### config.mk
export PLATFORM = sky130hd
export DESIGN_NAME = ex_hazard_sequencer
export DESIGN_NICKNAME = d
export VERILOG_FILES = /design/src/rtl/ex_hazard_sequencer.sv
export SDC_FILE = /design/constraint.sdc
export NUM_CORES = 1
export LEC_CHECK = 0
export BUFFER_PORTS_ARGS = -buffer_cell sky130_fd_sc_hd__buf_2
export CORE_MARGIN = 2
export CORE_UTILIZATION = 45
export CTS_CLUSTER_DIAMETER = 150
export DETAILED_ROUTE_END_ITERATION = 12
export GPL_ROUTABILITY_DRIVEN = 0
export HOLD_SLACK_MARGIN = 0.1
export PLACE_DENSITY = 0.87
export SYNTH_ARGS = -nofsm -noshare
export SYNTH_HDL_FRONTEND = slang
export SYNTH_SLANG_ARGS = --single-unit
### constraint.sdc
create_clock -name clk -period 2.2 [get_ports clk]
set_input_delay 0.33 -clock clk [delete_from_list [all_inputs] [get_ports clk]]
set_output_delay 0.33 -clock clk [all_outputs]
set_load 0.02 [all_outputs]
### src/rtl/ex_hazard_sequencer.sv
// Execute-stage hazard control: operand forwarding, load-use and branch stall/flush
// generation, multi-cycle op sequencing, and saturating stall/flush event counters.
module ex_hazard_sequencer #(
    parameter int MULTI_LAT = 4,
    parameter int CNT_W     = 16
) (
    input  logic             clk,
    input  logic             rst,
    input  logic [4:0]       RS1D,
    input  logic [4:0]       RS2D,
    input  logic [4:0]       RS1E,
    input  logic [4:0]       RS2E,
    input  logic [4:0]       RdE,
    input  logic [4:0]       RdM,
    input  logic [4:0]       RdW,
    input  logic             ResultSrcE,
    input  logic             RegWriteM,
    input  logic             RegWriteW,
    input  logic             PCSrcE,
    input  logic             MultiE,
    input  logic             CntClr,
    output logic [1:0]       ForwardAE,
    output logic [1:0]       ForwardBE,
    output logic             StallF,
    output logic             StallD,
    output logic             StallE,
    output logic             FlushD,
    output logic             FlushE,
    output logic             BubbleM,
    output logic             MultiBusy,
    output logic [CNT_W-1:0] StallCnt,
    output logic [CNT_W-1:0] FlushCnt
);

    typedef enum logic {IDLE, BUSY} state_t;

    localparam logic [3:0] CNT_INIT = 4'(MULTI_LAT - 2);

    state_t           stateReg, stateNext;
    logic [3:0]       cntReg, cntNext;
    logic             mstall;
    logic             lwStall;
    logic [CNT_W-1:0] stallCntReg, flushCntReg;
    logic [9:0]       rsE;
    logic [3:0]       fwdSel;

    assign rsE = {RS2E, RS1E};

    // Memory stage beats writeback so the youngest value of a register wins.
    for (genvar gi = 0; gi < 2; gi++) begin : gFwd
        assign fwdSel[2*gi +: 2] =
            (RegWriteM && (RdM != 5'd0) && (RdM == rsE[5*gi +: 5])) ? 2'b10 :
            (RegWriteW && (RdW != 5'd0) && (RdW == rsE[5*gi +: 5])) ? 2'b01 : 2'b00;
    end

    assign ForwardAE = fwdSel[1:0];
    assign ForwardBE = fwdSel[3:2];

    assign lwStall = ResultSrcE && (RdE != 5'd0) && ((RdE == RS1D) || (RdE == RS2D));

    always_comb begin
        stateNext = stateReg;
        cntNext   = cntReg;
        mstall    = 1'b0;
        if (rst) begin
            case (stateReg)
                IDLE: begin
                    // A taken branch flushes the op, so no sequence may start.
                    if (MultiE && !PCSrcE) begin
                        mstall    = 1'b1;
                        stateNext = BUSY;
                        cntNext   = CNT_INIT;
                    end
                end
                BUSY: begin
                    if (cntReg != 4'd0) begin
                        mstall  = 1'b1;
                        cntNext = cntReg - 4'd1;
                    end else begin
                        stateNext = IDLE;
                    end
                end
                default: stateNext = IDLE;
            endcase
        end
    end

    always_ff @(negedge clk or negedge rst) begin
        if (!rst) begin
            stateReg <= IDLE;
            cntReg   <= 4'd0;
        end else begin
            stateReg <= stateNext;
            cntReg   <= cntNext;
        end
    end

    assign StallF    = lwStall | mstall;
    assign StallD    = lwStall | mstall;
    assign StallE    = mstall;
    assign BubbleM   = mstall;
    assign FlushD    = PCSrcE;
    // Never flush D/E while it holds a multi-cycle op.
    assign FlushE    = PCSrcE | (lwStall & ~mstall);
    assign MultiBusy = (stateReg == BUSY);

    always_ff @(negedge clk or negedge rst) begin
        if (!rst) begin
            stallCntReg <= '0;
            flushCntReg <= '0;
        end else if (CntClr) begin
            stallCntReg <= '0;
            flushCntReg <= '0;
        end else begin
            if (StallF && !(&stallCntReg))
                stallCntReg <= stallCntReg + CNT_W'(1);
            if (PCSrcE && !(&flushCntReg))
                flushCntReg <= flushCntReg + CNT_W'(1);
        end
    end

    assign StallCnt = stallCntReg;
    assign FlushCnt = flushCntReg;

endmodule

==> results.sh <==
export IMPL_final_util_pct=88.5
export IMPL_coreArea_mm2=0.00511
export IMPL_async_flop_share_pct=100
export IMPL_fin_ws_ns=-0.963
export IMPL_cts_tree="done"
export IMPL_timing_critical_path_cells="inv_2 > ha_4 > nand4bb_1 > o211ai_1 > buf_4 > buf_6 > nand2_4 > buf_6"
export IMPL_endpoint_kind="primary output"
export IMPL_grt_max_degree=41
export IMPL_required_ns=1.87
export IMPL_powerDensity_mw_per_mm2=547
export IMPL_nNetsFinal=492
export IMPL_syn_inst=260
export IMPL_vias_per_cell=5.79
export IMPL_clockRootBuffer="clkbuf_8"
export IMPL_synth_edff_count=0
export IMPL_maxSlewHeadroom_pct=56.8
export IMPL_finalClockSkew_ns=0.0125
export IMPL_die_area_mm2=0.00591
export IMPL_cts_buffer_depth=2
export IMPL_drive_gt1_share_pct=60.0
export IMPL_ant_nets=0
export IMPL_cpPeakStageDelay_ns=0.44
export IMPL_grt_pass1_wl_um=14800
export IMPL_nFillCells=216
export IMPL_dr_pass1_iters=4
export IMPL_ys_types=44
export IMPL_ys_flop_type="dfrtn_1"
export IMPL_portBuffers=85
export IMPL_cts_buffers=5
export IMPL_grt_overflow_total=0
export IMPL_slew_violations=0
export IMPL_start_util_pct=46.8
export IMPL_post_dp_hpwl_um=4960
export IMPL_wire_per_inst_um=21.1
export IMPL_whs_ns=0.595
export IMPL_path_buf_inv=4
export IMPL_multiInputGateArea_mm2=0.00184
export IMPL_worst_pin_slew_ns=0.647
export IMPL_regToRegSetupSlack_ns=-0.61
export IMPL_rows=26
export IMPL_antenna_found_initial=0
export IMPL_crit_type="flop to primary output"
export IMPL_drt_wl_total_um=10900
export IMPL_power_uw=2470
export IMPL_io_pins=86
export IMPL_setup_tns_ns=-21.63
export IMPL_vdd_drop_max_mv=0.370
export IMPL_syn_area_per_cell_um2=9.19
export IMPL_clkTransAtPathRegs_ns=0.06
export IMPL_num_vias=2980
export IMPL_crit_top_cell="buf_6"
export IMPL_cts_max_level=2
export IMPL_cp_slowest_cell="dfrtn_1"
export IMPL_failed_checks="negative setup slack"
export IMPL_cp_arrival_ns=2.83
export IMPL_crit_path_start_kind="flop"
export IMPL_synth_nets=307
export IMPL_clk_latency_ns=0.31
export IMPL_drt_iter0_drc=201
export IMPL_ys_seq_area_share_pct=38.8
export IMPL_die_y_um=76.9
export IMPL_grt_pass1_vias=3061
export IMPL_holdBufCountCts=0
export IMPL_leakage_uw=0.00215
export IMPL_syn_to_final_growth_pct=89.2
export IMPL_cp_top_family="buffers and inverters"
export IMPL_status="finished, violations left"
export IMPL_numClockSinks=37
export IMPL_yosys_warnings=0
export IMPL_die_w_um=76.9
export IMPL_regArea_um2=926
export IMPL_drv_cap=0
export IMPL_dpl_worst_slack_ns=-0.929
export IMPL_setup_violations=70
export IMPL_syn_area_mm2=0.00239
export IMPL_grt_setup_unrepaired="yes"
export IMPL_insertedDiodeCount=0
export IMPL_drc=0
export IMPL_cp_max_fo=3
export IMPL_hold_path_class="flop to flop"
export IMPL_grt_usage_pct=31.4
export IMPL_synth_seq_cells=37
export IMPL_hold_viol_final=0
## cells in the final DEF, fill, tap and decap left out, types with 8 or more instances in the layout
cell | Yosys | layout
buf_6 | 1 | 66
a21oi_2 | 1 | 11
buf_4 | 3 | 75
xnor2_2 | 0 | 8
dfrtn_1 | 37 | 37
xor2_1 | 22 | 21
buf_2 | 0 | 44
o21ai_1 | 6 | 8
xnor2_1 | 25 | 17
nand2_1 | 23 | 18
nand3_1 | 13 | 11
nor2_1 | 23 | 21
## through the flow
step / std cells / cell area, um2
after detailed placement: 446 / 3180
after global placement: 446 / 3180
final: 515 / 4520
after CTS: 503 / 4090
after global routing: 515 / 4520
after floorplan: 260 / 2440
## synth_stat cells, types with 5 or more instances
cell	number	area share (%)
dfrtn_1	37	39
xnor2_1	25	9.2
nand2_1	23	3.6
nor2_1	23	3.6
xor2_1	22	8.1
a21oi_1	17	3.6
nand3_1	13	2.7
and3_1	9	2.4
or4_1	8	2.5
inv_1	6	0.94
nor4_1	6	1.6
o21ai_1	6	1.3
or3_1	6	1.6
nor2b_1	5	1.3
## what timing repair did
item | in CTS | in global routing
buffers inserted | 56 | 18
pin swaps | 39 | 46
resized for setup | 129 | 67
setup endpoints to repair | 70 | 75
## layout make-up
cell class	count	area share [%]
Timing Repair Buffer	187	34.4
Multi-Input combinational cell	208	40.7
Clock buffer	7	1.91
Sequential cell	37	20.5
Tap cell	70	1.94
Inverter	6	0.554
## report_power, final
part / total (uW) / switching (uW) / internal (uW)
Sequential: 773 / 38.8 / 734
Combinational: 1190 / 523 / 663
Clock: 511 / 262 / 249
## worst min-delay path, stage by stage, from the launching register on
cell and delay, ns:
dfrtn_1 0.38, nor2_1 0.13, mux2_4 0.17
## state kept, by name (all words and copies together), names as in the netlist
register / cells
FlushCnt: 16
StallCnt: 16
cntReg: 4
MultiBusy: 1
## kinds of logic (layout without fill, tap and decap cells)
group                      Yosys count  after routing  synth area share (%)
AOI/OAI and AO/OA                   43             43                  11.4
xor gates and xnor gates            47             47                  17.2
adders and majority gates            4              4                  2.10
buffers and inverters               15            200                  3.82
DFF                                 37             37                  38.8
muxes                                3              3                  1.36
and+or+nand+nor                    111            111                  25.4
## metal layers
metal	vias up	routed length [um]	track usage, %
met5	-	0	0
met4	0	645	13.5
met3	70	878	8.47
met2	187	5730	58.6
met1	1436	3610	32.7
li1	1287	-	-
## final timing paths
check / endpoint / from / depth (start not counted)
min in group asynchronous: StallCnt[2]$_DFFE_NN0P_ / rst / 2
max in group asynchronous: StallCnt[11]$_DFFE_NN0P_ / rst / 2
max: StallF / cntReg[0]$_DFFE_NN0P_ / 8
min: StallCnt[12]$_DFFE_NN0P_ / StallCnt[12]$_DFFE_NN0P_ / 2
min reg2reg: StallCnt[12]$_DFFE_NN0P_ / StallCnt[12]$_DFFE_NN0P_ / 2
max reg2reg: cntReg[1]$_DFFE_NN0P_ / cntReg[0]$_DFFE_NN0P_ / 19
Note: power is estimated with default switching activity, not from simulation.
